## src/rtl/writeback_register_file.sv

```systemverilog
// writeback_register_file: W-stage result select, 32-entry register file, saturating commit counter.
// Define RF_BYPASS_EN for same-cycle write-through from the W stage to both read ports.
`default_nettype none

module writeback_register_file #(
  parameter int unsigned DATA_WIDTH    = 32,
  parameter int unsigned ADDRESS_WIDTH = 32,
  parameter int unsigned RF_ADDR_WIDTH = 5,
  parameter int unsigned CNT_WIDTH     = 32
) (
  input  logic                     i_CLK,
  input  logic                     i_RST,
  input  logic [DATA_WIDTH-1:0]    i_ALUOutW,
  input  logic [DATA_WIDTH-1:0]    i_ReadDataW,
  input  logic [ADDRESS_WIDTH-1:0] i_PCPlus4W,
  input  logic [RF_ADDR_WIDTH-1:0] i_WriteRegW,
  input  logic                     i_RegWriteW,
  input  logic [1:0]               i_MemtoRegW,
  input  logic [RF_ADDR_WIDTH-1:0] i_A1,
  input  logic [RF_ADDR_WIDTH-1:0] i_A2,
  output logic [DATA_WIDTH-1:0]    o_RD1,
  output logic [DATA_WIDTH-1:0]    o_RD2,
  output logic [DATA_WIDTH-1:0]    o_ResultW,
  output logic                     o_WriteEnW,
  output logic [CNT_WIDTH-1:0]     o_CommitCount
);

  localparam int unsigned DEPTH = 2 ** RF_ADDR_WIDTH;

  localparam logic [1:0] SEL_ALU  = 2'b00;
  localparam logic [1:0] SEL_LOAD = 2'b01;
  localparam logic [1:0] SEL_LINK = 2'b10;
  localparam logic [1:0] SEL_BAD  = 2'b11;

  logic [DATA_WIDTH-1:0] pc_ext;
  logic [DATA_WIDTH-1:0] result;
  logic                  write_en;

  logic [DATA_WIDTH-1:0] regs_q [DEPTH];

  logic [CNT_WIDTH-1:0]  cnt_q;
  logic [CNT_WIDTH-1:0]  cnt_d;

  always_comb begin
    pc_ext                    = '0;
    pc_ext[ADDRESS_WIDTH-1:0] = i_PCPlus4W;
  end

  always_comb begin
    result = '0;
    case (i_MemtoRegW)
      SEL_ALU:  result = i_ALUOutW;
      SEL_LOAD: result = i_ReadDataW;
      SEL_LINK: result = pc_ext;
      default:  result = '0;
    endcase
  end

  assign write_en = i_RegWriteW && (i_WriteRegW != '0) && (i_MemtoRegW != SEL_BAD);

  assign o_ResultW  = result;
  assign o_WriteEnW = write_en;

  // Entry 0 is hardwired; every other entry is its own enabled register.
  generate
    for (genvar g = 0; g < DEPTH; g++) begin : g_entry
      if (g == 0) begin : g_zero
        assign regs_q[g] = '0;
      end else begin : g_reg
        logic wr_sel;
        assign wr_sel = write_en && (i_WriteRegW == RF_ADDR_WIDTH'(g));
        always_ff @(posedge i_CLK or negedge i_RST) begin
          if (!i_RST) begin
            regs_q[g] <= '0;
          end else if (wr_sel) begin
            regs_q[g] <= result;
          end
        end
      end
    end
  endgenerate

  always_comb begin
    o_RD1 = '0;
    if (i_A1 != '0) begin
      o_RD1 = regs_q[i_A1];
    end
`ifdef RF_BYPASS_EN
    if (write_en && (i_A1 == i_WriteRegW)) begin
      o_RD1 = result;
    end
`endif
  end

  always_comb begin
    o_RD2 = '0;
    if (i_A2 != '0) begin
      o_RD2 = regs_q[i_A2];
    end
`ifdef RF_BYPASS_EN
    if (write_en && (i_A2 == i_WriteRegW)) begin
      o_RD2 = result;
    end
`endif
  end

  // Counter holds at all-ones rather than wrapping.
  always_comb begin
    cnt_d = cnt_q;
    if (write_en && (cnt_q != '1)) begin
      cnt_d = cnt_q + CNT_WIDTH'(1);
    end
  end

  always_ff @(posedge i_CLK or negedge i_RST) begin
    if (!i_RST) begin
      cnt_q <= '0;
    end else begin
      cnt_q <= cnt_d;
    end
  end

  assign o_CommitCount = cnt_q;

endmodule

`default_nettype wire

```

## config.mk

```make
export PLATFORM = sky130hd
export DESIGN_NAME = writeback_register_file
export DESIGN_NICKNAME = d
export VERILOG_FILES = /design/src/rtl/writeback_register_file.sv
export SDC_FILE = /design/constraint.sdc
export NUM_CORES = 2
export LEC_CHECK = 0
export ABC_AREA = 1
export CAP_MARGIN = 10
export CORE_UTILIZATION = 30
export CTS_CLUSTER_DIAMETER = 30
export DETAILED_ROUTE_END_ITERATION = 8
export GPL_ROUTABILITY_DRIVEN = 0
export PLACE_DENSITY_LB_ADDON = 0.3
export SYNTH_ARGS = -nofsm -noshare
export SYNTH_HDL_FRONTEND = slang
export SYNTH_SLANG_ARGS = --single-unit
export TNS_END_PERCENT = 5
```

## constraint.sdc

```tcl
create_clock -name i_CLK -period 5.75 [get_ports i_CLK]
set_clock_uncertainty 0.05 [all_clocks]
set_input_delay 1.725 -clock i_CLK [delete_from_list [all_inputs] [get_ports i_CLK]]
set_output_delay 1.725 -clock i_CLK [all_outputs]
set_load 0.05 [all_outputs]
```

==> impl_metrics.py <==
metrics = {
    "sta": {
        "setup_viol": 0,
        "relSlewSlack_pct": 29.9,
        "tns_ns": 0,
        "drv_slew": 0,
        "timing.fmax_mhz": 178,
        "rsz0062_at_grt": "no",
        "setup_ws_ns": 0.143,
        "tightest_slew_ns": 1.05,
        "period_minus_slack_ns": 5.61,
        "hold_violations": 0,
        "fin_crit_sh_pct": 97.5,
    },
    "setup_path": {
        "critPathCaptureType": "output port",
        "startpoint_type": "input port",
        "crit_type": "in -> out",
        "required_ns": 3.97,
        "worstPathArrival_ns": 3.83,
        "cp_max_fo": 70,
    },
    "placement": {
        "pre_cts_slack_ns": 0.254,
        "dpl-instance-area_um2": 66100,
        "port-buffer-count": 244,
        "hpwlAfterDp_um": 160000,
    },
    "clock_tree": {
        "clk_latency_ns": 0.85,
        "clock_tree.root_cell": "clkbuf_16",
        "clockBufferDepth": 3,
        "clkSlewWorstSetupHoldPaths_ns": 0.04,
        "ctsHoldBuffers": 0,
        "post_cts_resized": 0,
        "cts_made_buffers": 226,
        "cts_tree": "yes",
        "cts.sinks": 1024,
        "cts_setup_buffers": 0,
        "ctsHtreeMaxLevel": 4,
    },
    "synthesis": {
        "synth_edf_count": 0,
        "syn_area_um2": 59300,
        "ys_async_sr_fraction_pct": 100,
        "ys_warn_count": 0,
        "syn_avg_cell_area_um2": 6.74,
        "synth_nets": 8921,
        "synthTopCellsByArea": "dfrtp_1 (43%), nand2_1 (20%), nand3_1 (13%)",
        "synth_top_area_share_pct": 43.2,
        "synth_top_area_cell": "dfrtp_1",
        "ys_seq_elements": 1024,
        "yosysUniqueCellTypes": 31,
        "netlist_instances": 8804,
        "ys.flop_type": "dfrtp_1",
        "yosysSeqAreaShare_pct": 43.2,
    },
    "finish": {
        "drive_above_1_share_pct": 9.83,
        "fin_util_pct": 38.0,
        "fill_cells": 20100,
        "nNetsFinal": 8972,
        "final_common_cell": "nand2_1",
        "final_cell_mix": "nand2_1 (3151), nand3_1 (1546), dfrtp_1 (1024)",
        "area_delta_synth_final_pct": 25.3,
        "stdcell_area_um2": 74300,
    },
    "detailed_routing": {
        "wirelength_um": 259000,
        "wl_per_cell_um": 22.2,
        "ant_nets": 0,
        "first_pass_iters": 8,
        "num_vias": 61900,
        "routed_via_density": 5.30,
        "drt_iter0_drc": 7719,
        "drc": 0,
    },
    "floorplanning": {
        "coreArea_um2": 196000,
        "die_area_um2": 200000,
        "die_w_um": 447,
        "io_pins": 245,
        "initial_core_util_pct": 30.3,
        "row_count": 162,
        "die_y_um": 447,
    },
    "power": {
        "ir_drop_mv": 0.375,
        "p_int_w": 0.0200,
        "p_sw_w": 0.00911,
        "clkPwrFrac_pct": 47.7,
        "p_leak_nw": 34.1,
        "swShare_pct": 31.3,
        "total_power_w": 0.0291,
        "power_density_nw_per_um2": 392,
        "pwr-share-seq_pct": 32.2,
        "pwr-share-comb_pct": 20.2,
    },
    "grt": {
        "grt_usage_pct": 25.5,
        "antenna_found_initial": 8,
        "grt_pass1_vias": 58100,
        "grt-ovfl-total": 0,
        "grt_max_degree": 112,
        "grt_pass1_wl_um": 383000,
    },
    "flow_run": {
        "drv_cap": 0,
    },
    "worst_hold_path": {
        "min_path_type": "reg -> reg",
    },
    "outcome": {
        "outcome": "complete, no violations",
    },
}
## state kept, by name (all words and copies together), names as in the netlist
signal,cells
o_CommitCount,32
regs_q,992
## routing by layer
| metal | global-route usage, % | share of wire (%) | routed length, µm | vias up |
|---|---|---|---|---|
| li1 | - | - | - | 28200 |
| met2 | 38.6 | 43 | 113000 | 3662 |
| met3 | 4.95 | 10 | 27000 | 729 |
| met5 | 0 | 0.013 | 34 | - |
| met1 | 33.8 | 40 | 104000 | 29300 |
| met4 | 14.4 | 5.8 | 15100 | 4 |
## metrics by stage
stage / std cells / hold slack (ns)
2_1_floorplan: 8804 / 0.403
6_report: 11700 / 0.435
3_3_place_gp: 11300 / 0.417
4_1_cts: 11700 / 0.434
3_5_place_dp: 11300 / 0.423
5_1_grt: 11700 / 0.448
## critical path: stages
cell and delay [ns]:
buf_8 0.14, buf_12 0.35, buf_12 0.37, nor2_1 0.08
a21oi_1 0.14, nand3_1 0.09, nand3_1 0.10, nand3_1 0.28
nand2_1 0.21, buf_4 0.22
## synth_stat cells (7+ instances only)
master	n
o21ai_1	223
o211ai_4	13
a21oi_1	287
o22ai_1	9
buf_1	63
nor2_1	232
nand3b_1	12
nand2_1	3152
clkbuf_1	391
buf_4	24
nor2_2	8
inv_1	780
o211ai_2	7
xor2_1	7
buf_2	185
xnor2_1	9
inv_2	54
nand2_2	16
o21ai_0	733
dfrtp_1	1024
nor2_4	12
nand3_1	1546
## power by group through the flow
| stage | clock network, W | registers (W) | logic, W |
|---|---|---|---|
| floorplan | 0 | 0.00929 | 0.00370 |
| global placement | 0 | 0.00940 | 0.00566 |
| detailed placement | 0 | 0.00943 | 0.00577 |
| global route | 0.0143 | 0.00951 | 0.00649 |
| finish | 0.0139 | 0.00937 | 0.00587 |
| CTS | 0.0140 | 0.00934 | 0.00580 |
## final timing paths
kind                       cells after the start              from           endpoint  slack [ns]
setup / recovery                              10           i_A1[0]           o_RD1[5]        0.14
hold / removal                                 2        regs_q[73]         regs_q[73]        0.43
setup reg to reg                              10  o_CommitCount[0]  o_CommitCount[22]        2.89
hold reg to reg                                2        regs_q[73]         regs_q[73]        0.43
max in group asynchronous                      2             i_RST        regs_q[562]        3.49
min in group asynchronous                      1             i_RST        regs_q[203]        0.89
## final cells by class
type / count / area (µm²) / share of cell area (%)
clock buffers: 280 / 6320 / 8.50
well taps: 2624 / 3280 / 4.42
multi-input cells: 6276 / 27800 / 37.3
flip-flops and latches: 1024 / 25600 / 34.5
clock inverters: 139 / 1870 / 2.52
inverters: 836 / 3180 / 4.28
repair buffers: 491 / 6290 / 8.47
diodes: 3 / 7.51 / 0.0101
## cell families (layout without fill, tap and decap cells)
logic type	after synthesis	in the layout	synth area share, %
AO/OA/AOI/OAI	1276	1276	11.3
XOR/XNOR	16	16	0.236
adder cells (fa/ha/maj)	1	1	0.0211
buffers and inverters	1504	1746	10.1
flip-flops	1024	1024	43.2
other	0	3	0
AND/OR/NAND/NOR	4983	4983	35.2
Note: power is estimated with default switching activity, not from simulation.
